[config.mk]
export PLATFORM = sky130hd
export DESIGN_NAME = reaction_round_scheduler
export DESIGN_NICKNAME = d
export VERILOG_FILES = /design/src/rtl/reaction_round_scheduler.sv
export SDC_FILE = /design/constraint.sdc
export NUM_CORES = 1
export LEC_CHECK = 0
export ABC_AREA = 1
export BUFFER_PORTS_ARGS = -buffer_cell sky130_fd_sc_hd__buf_2
export CORE_MARGIN = 2
export CORE_UTILIZATION = 30
export DETAILED_ROUTE_END_ITERATION = 16
export GPL_ROUTABILITY_DRIVEN = 0
export HOLD_SLACK_MARGIN = 0.02
export PLACE_DENSITY = 0.47
export RECOVER_POWER = 25
export SYNTH_ARGS = -nofsm -noshare
export SYNTH_HDL_FRONTEND = slang
export SYNTH_SLANG_ARGS = --single-unit
export TNS_END_PERCENT = 100
[constraint.sdc]
create_clock -name clk -period 2.8 [get_ports clk]
set_input_delay 0 -clock clk [delete_from_list [all_inputs] [get_ports clk]]
set_output_delay 0 -clock clk [all_outputs]
set_load 0.02 [all_outputs]
[src/rtl/reaction_round_scheduler.sv]
// Multi-round reaction-time game controller.
// Sequences the shared ms timer through NUM_ROUNDS trials (random wait, stimulus,
// reaction measurement), flags false starts and keeps last/best/average results.
// Optional build macro: FALSE_START_RETRY_EN -- a false start retries the round
// instead of recording the MAX_MS penalty.
module reaction_round_scheduler #(
   parameter int unsigned MAX_MS       = 2047,
   parameter int unsigned NUM_ROUNDS   = 4,
   parameter int unsigned MIN_DELAY_MS = 500,
   parameter int unsigned DELAY_BITS   = 10
) (
   input  logic                          clk,
   input  logic                          reset,
   input  logic                          button_pressed,
   input  logic [$clog2(MAX_MS)-1:0]     timer_value,
   output logic                          timer_load,
   output logic [$clog2(MAX_MS)-1:0]     timer_load_value,
   output logic                          timer_up,
   output logic                          timer_enable,
   output logic                          led_on,
   output logic                          foul,
   output logic                          done,
   output logic [$clog2(NUM_ROUNDS)-1:0] round_idx,
   output logic [$clog2(MAX_MS)-1:0]     last_result,
   output logic [$clog2(MAX_MS)-1:0]     best_result,
   output logic [$clog2(MAX_MS)-1:0]     avg_result,
   output logic [3:0]                    foul_count
);

   localparam int unsigned W  = $clog2(MAX_MS);
   localparam int unsigned RW = $clog2(NUM_ROUNDS);
   localparam int unsigned SW = W + RW;
   localparam int unsigned LW = 11;

   typedef enum logic [2:0] {
      S_IDLE, S_ARM, S_WAIT, S_GO_LOAD, S_GO, S_FOUL, S_RECORD, S_DONE
   } state_t;

   state_t          state, next_state;
   logic            btn_q;
   logic            btn_edge;
   logic [LW-1:0]   lfsr;
   logic [W-1:0]    result_q;
   logic [SW-1:0]   sum;
   logic [SW-1:0]   sum_nxt;
   logic            last_round;
   logic            timer_at_max;

   assign btn_edge     = button_pressed & ~btn_q;
   assign sum_nxt      = sum + SW'(result_q);
   assign last_round   = (round_idx == RW'(NUM_ROUNDS - 1));
   assign timer_at_max = (timer_value == W'(MAX_MS));

   // Button history for rising-edge detection; resets high so a held button is not a start.
   always_ff @(posedge clk or posedge reset) begin
      if (reset) btn_q <= 1'b1;
      else       btn_q <= button_pressed;
   end

   // Free-running 11-bit Fibonacci LFSR, x^11 + x^9 + 1.
   always_ff @(posedge clk or posedge reset) begin
      if (reset) lfsr <= 11'h5A5;
      else       lfsr <= {lfsr[LW-2:0], lfsr[10] ^ lfsr[8]};
   end

   // State register.
   always_ff @(posedge clk or posedge reset) begin
      if (reset) state <= S_IDLE;
      else       state <= next_state;
   end

   // Next-state logic; a press in WAIT outranks the timer expiring in the same cycle.
   always_comb begin
      next_state = state;
      case (state)
         S_IDLE:    if (btn_edge) next_state = S_ARM;
         S_ARM:     next_state = S_WAIT;
         S_WAIT: begin
            if (btn_edge)                    next_state = S_FOUL;
            else if (timer_value == W'(0))   next_state = S_GO_LOAD;
         end
         S_GO_LOAD: next_state = btn_edge ? S_RECORD : S_GO;
         S_GO:      if (btn_edge || timer_at_max) next_state = S_RECORD;
         S_FOUL: begin
`ifdef FALSE_START_RETRY_EN
            if (btn_edge) next_state = S_ARM;
`else
            if (btn_edge) next_state = S_RECORD;
`endif
         end
         S_RECORD:  next_state = last_round ? S_DONE : S_ARM;
         S_DONE:    if (btn_edge) next_state = S_IDLE;
         default:   next_state = S_IDLE;
      endcase
   end

   // Moore timer/LED controls decoded from the current state.
   always_comb begin
      timer_load       = 1'b0;
      timer_load_value = '0;
      timer_up         = 1'b0;
      timer_enable     = 1'b0;
      led_on           = 1'b0;
      foul             = 1'b0;
      done             = 1'b0;
      case (state)
         S_ARM: begin
            timer_load       = 1'b1;
            timer_load_value = W'(MIN_DELAY_MS) + W'(lfsr[DELAY_BITS-1:0]);
         end
         S_WAIT:    timer_enable = 1'b1;
         S_GO_LOAD: begin
            led_on     = 1'b1;
            timer_load = 1'b1;
         end
         S_GO: begin
            led_on       = 1'b1;
            timer_enable = 1'b1;
            timer_up     = 1'b1;
         end
         S_FOUL:    foul = 1'b1;
         S_DONE:    done = 1'b1;
         default:   ;
      endcase
   end

   // Round statistics. result_q tracks the value RECORD will commit: 0 in GO_LOAD,
   // the live timer in GO (equals MAX_MS on timeout), the penalty in FOUL.
   always_ff @(posedge clk or posedge reset) begin
      if (reset) begin
         round_idx   <= '0;
         last_result <= '0;
         best_result <= W'(MAX_MS);
         avg_result  <= '0;
         sum         <= '0;
         foul_count  <= '0;
         result_q    <= '0;
      end else begin
         case (state)
            S_IDLE: begin
               if (btn_edge) begin
                  round_idx   <= '0;
                  sum         <= '0;
                  foul_count  <= '0;
                  best_result <= W'(MAX_MS);
               end
            end
            S_WAIT: begin
               if (btn_edge && (foul_count != 4'hF)) foul_count <= foul_count + 4'd1;
            end
            S_GO_LOAD: result_q <= '0;
            S_GO:      result_q <= timer_value;
            S_FOUL:    result_q <= W'(MAX_MS);
            S_RECORD: begin
               last_result <= result_q;
               sum         <= sum_nxt;
               if (result_q < best_result) best_result <= result_q;
               if (last_round) avg_result <= W'(sum_nxt >> RW);
               else            round_idx  <= round_idx + RW'(1);
            end
            default: ;
         endcase
      end
   end

endmodule

# ---- Word level (Yosys, flattened, before mapping)
# Index checks and enable logic that the tools add are counted.
dict set report classes {
  add_sub_neg 4
  mul 0
  div 0
  n_lt_le_gt_ge 1
  eq_ne 18
  n_shift 0
  mux 28
  bitwise_logic 3
  reduce_logical 16
}
# cell count
set op_table {}
lappend op_table {{$mux W11} 3}
lappend op_table {{$pmux W11 S3} 1}
lappend op_table {{$pmux W13 S2} 1}
lappend op_table {{$pmux W3 S8} 1}
lappend op_table {{$pmux W11 S2} 1}
lappend op_table {{$mux W3} 7}
lappend op_table {{$ne A2 B2 Y1 const B} 7}
lappend op_table {{$add A13 B11 Y13} 1}
lappend op_table {{$mux W13} 1}
lappend op_table {{$eq A3 B3 Y1 const B} 4}
lappend op_table {{$add A9 B10 Y11 const A} 1}
lappend op_table {{$eq A11 B11 Y1 const B} 1}
lappend op_table {{$logic_not A11 Y1} 1}
lappend op_table {{$lt A11 B11 Y1} 1}
lappend op_table {{$reduce_and A3 Y1} 3}
lappend op_table {{$mux W4} 2}
lappend op_table {{$pmux W4 S2} 1}
lappend op_table {{$eq A3 B2 Y1 const B} 2}
lappend op_table {{$mux W1} 6}
lappend op_table {{$mux W2} 3}
lappend op_table {{$reduce_or A2 Y1} 3}
lappend op_table {{$reduce_and A5 Y1} 1}
lappend op_table {{$add A4 B1 Y4 const B} 1}
lappend op_table {{$ne A4 B4 Y1 const B} 1}
lappend op_table {{other kinds (14)} 16}
dict set report totals {
  reg_bits 78
  latchBits 0
  ram_bits 0
  mem_bits_ro 0
  in_bits 14
  out_inout_bits 56
  word_cells 80
  memories 0
}

# ---- Logic depth before layout (Yosys ltp)
dict set report depth {
  ltp_word 5
  depth_mapped 13
  depth_no_buf 12
}

# ---- Worst setup path after synthesis
# Ideal clock, no wire load.
dict set report synth_path {
  kind {flip-flop to flip-flop}
  startpoint {register best_result[10]}
  endpoint {register best_result[0]}
  setup_ps 60
  arrival_time_ps 1648
  required_ps 2740
  path_slack_ps 1092
  stages_incl_launch_ff 13
  path_buffers 1
  period_less_slack_ps 1708
  path_cell_list {dfstp_2 inv_1 ha_1 nand2_1 inv_1 nand2_1 inv_1 nand2_1 nand3_1 nand2_1 buf_2 nand3_1 nand2_1}
}
dict set report synth_via {
  elab_chain_cells 3
}
# item line_no
set synth_rtl {}
lappend synth_rtl {{from (decl)} 25} ;# output logic [$clog2(MAX_MS)-1:0] best_result,
lappend synth_rtl {{from (signal assigned)} 133} ;# best_result <= W'(MAX_MS);
lappend synth_rtl {{from (signal assigned)} 145} ;# best_result <= W'(MAX_MS);
lappend synth_rtl {{from (signal assigned)} 157} ;# if (result_q < best_result) best_result <= result_q;
lappend synth_rtl {{$lt A11 B11 Y1} 157}
lappend synth_rtl {{$ne A2 B2 Y1 (no line)} -}
lappend synth_rtl {{$reduce_and A3 Y1 (no line)} -}
# No other way between the ends.
# A chain may end at the register's enable or synchronous reset.

# ---- Final worst setup path
dict set report layout_path {
  startpoint {register best_result[2]}
  endpoint {register best_result[6]}
}
# Same word-level chain as after synthesis.

==> qor.csv <==
metric,value,unit
start_util,30.7,%
fp-row-count,44,
syn_area_per_cell,7.82,um^2
synth_flop_cell,dfrtp_1,
synth_common_cells,"nand2_1, inv_1, dfrtp_1, nor2_1, nand3_1",
synth.area.mux_share,0,%
ios,70,
ir_drop,0.452,mV
synth_edf_count,0,
cts_buffers,9,
yosysSeqAreaShare,44.4,%
hold_viol,0,
die_h,126,um
core_area,14500,um^2
syn_area,4440,um^2
p_leak,2.91,nW
hp-class,input port to register,
hpwl,8.71,mm
num_vias,3874,
clk_pin_slew,60,ps
n_fill_cell,1547,
route.detailed.drc,0,
async_reset_ff_share,100,%
worst_pin_slew,1190,ps
placed_area,4930,um^2
hold_slack,294,ps
overflow,0,
antenna_found_initial,0,
grtUsageTotal,15.9,%
relSlewSlack,20.5,%
root_buffer,clkbuf_16,
path_max_fanout,12,
via_per_inst,4.62,
worst-setup-path-type,register to register,
wl_per_cell,13.9,um
cts_sinks,78,
setup_tns,0,ps
maxSlewViolCount,0,
fin_crit,2100,ps
synthSimpleGateAreaFrac,29.3,%
drtIter0Drc,207,
multi_input_area,2050,um^2
synth_fa_ha_area_share,7.21,%
rsz0062_at_grt,no,
yosysUniqueCellTypes,37,
final_cell_area,5370,um^2
layout-drive-gt1-share,15.7,%
synth_compound_area_share,7.85,%
post_cts_resized,0,
synthXorXnorAreaFrac,1.77,%
power_density,1140,nW/um^2
cts_tree,yes,
yosys_warnings,0,
wl,11.6,mm
synthesis.nets,607,
grt_pass1_wl,20.0,mm
grt_pass1_vias,3992,
outcome,"finished, final reports clean",
design.die.area,15800,um^2
ys_seq_elements,78,
cts_hold_buf,13,
dpl_worst_slack,712,ps
postCtsSetupBuffers,0,
max_cap_violations,0,
yosys-top-cells-area,"dfrtp_1, nand2_1, dfstp_2, ha_1, inv_1",
synth_top_family_by_area,simple AND/OR/NAND/NOR gates,
end_kind,register,
cts-htree-levels,3,
nets,688,
syn_inst,568,
period_share,75.0,%
yosys.area.top_type,dfrtp_1,
area_delta_synth_final,20.7,%
finalClockSkew,8.25,ps
synth_most_common_cell,nand2_1,
ant_nets,0,
fmax,476,MHz
drtPass1Iterations,4,
worstPathRequired,3080,ps
setup_slack,701,ps
synth_top_area_share,33.8,%
diodes,0,
setup_violations,0,
cp-start-kind,register,
fp.dieW,126,um
grt_max_degree,29,
place.port_buffers,69,
register_area,1970,um^2
clk_latency,350,ps
clockBufferDepth,2,
worstPathArrival,2380,ps
metal layers:
| metal | up-vias | track usage [%] | routed length (um) |
|---|---|---|---|
| met1 | 1806 | 20.4 | 5210 |
| li1 | 1959 | - | - |
| met5 | - | 0 | 0 |
| met4 | 0 | 6.41 | 265 |
| met3 | 23 | 3.23 | 563 |
| met2 | 86 | 26.1 | 5600 |
cells in the final DEF (no fill, tap or decap), drive strengths merged, types with 2 or more instances in the layout:
cell and instances:
nor2 49, nor3 5, nand4 5, nand3 46, or2 2, o21a 12, dfrtp 60, clkinv 2
inv 80, dfstp 18, o21ai 16, bufinv 2, clkinvlp 2, xor2 6, a22o 2, dlygate4sd3 13
ha 24, clkbuf 30, xnor2 3, nand3b 3, buf 52, nand2 192, a21oi 24
worst max-delay path, cell delays in order, from the launching register on:
cell and delay, ps:
dfstp_2 570, inv_1 50, ha_1 300, a21oi_1 150, nand2_1 100, nand2_1 70
nand3_1 60, nand2_1 320, nand2_2 240, nand2_1 120, nand2_1 50
cell families after synthesis:
group,count (synthesis)
AO/OA/AOI/OAI,59
flip-flops,78
AND/OR/NAND/NOR,302
XOR/XNOR,9
buffers and inverters,95
adder cells (fa/ha/maj),25
final timing paths:
kind                            slack [ps]  cells after the start              to      startpoint
worst max-delay path                   700                     10  best_result[6]  best_result[2]
worst min-delay path                   290                      2           btn_q  button_pressed
worst max register to register         700                     10  best_result[6]  best_result[2]
worst min register to register         390                      0         lfsr[2]         lfsr[1]
max in group asynchronous             1430                      4  best_result[1]           reset
min in group asynchronous              420                      3          sum[3]           reset
report_power, final:
part / total, mW / switching, mW / internal (mW) / leakage (nW)
sequential: 2.00 / 0.410 / 1.59 / 0.964
clock: 1.30 / 0.491 / 0.811 / 0.159
combinational: 2.82 / 1.84 / 0.980 / 1.79
total: 6.12 / 2.74 / 3.38 / 2.91
registers in the layout, indices dropped and copies added, names as in the netlist:
register / cells
avg_result: 11
best_result: 11
btn_q: 1
foul_count: 4
last_result: 11
lfsr: 11
result_q: 11
round_idx: 2
state: 3
sum: 13
layout make-up:
class | instances | share of cell area (%)
clock inverter | 6 | 1.75
inverter | 80 | 5.71
tap | 184 | 4.29
timing repair buffer | 85 | 8.81
multi-input combinational | 395 | 38.2
clock buffer | 10 | 4.45
sequential | 78 | 36.8
per-stage QoR:
step | total power [mW] | util [%] | instances
global placement | 4.84 | 34.0 | 809
global route | 6.70 | 37.1 | 838
detailed placement | 4.88 | 34.0 | 809
floorplan | 4.09 | - | 568
CTS | 6.25 | 37.2 | 838
finish | 6.12 | 37.1 | 838
(Power assumes the default switching activity.)
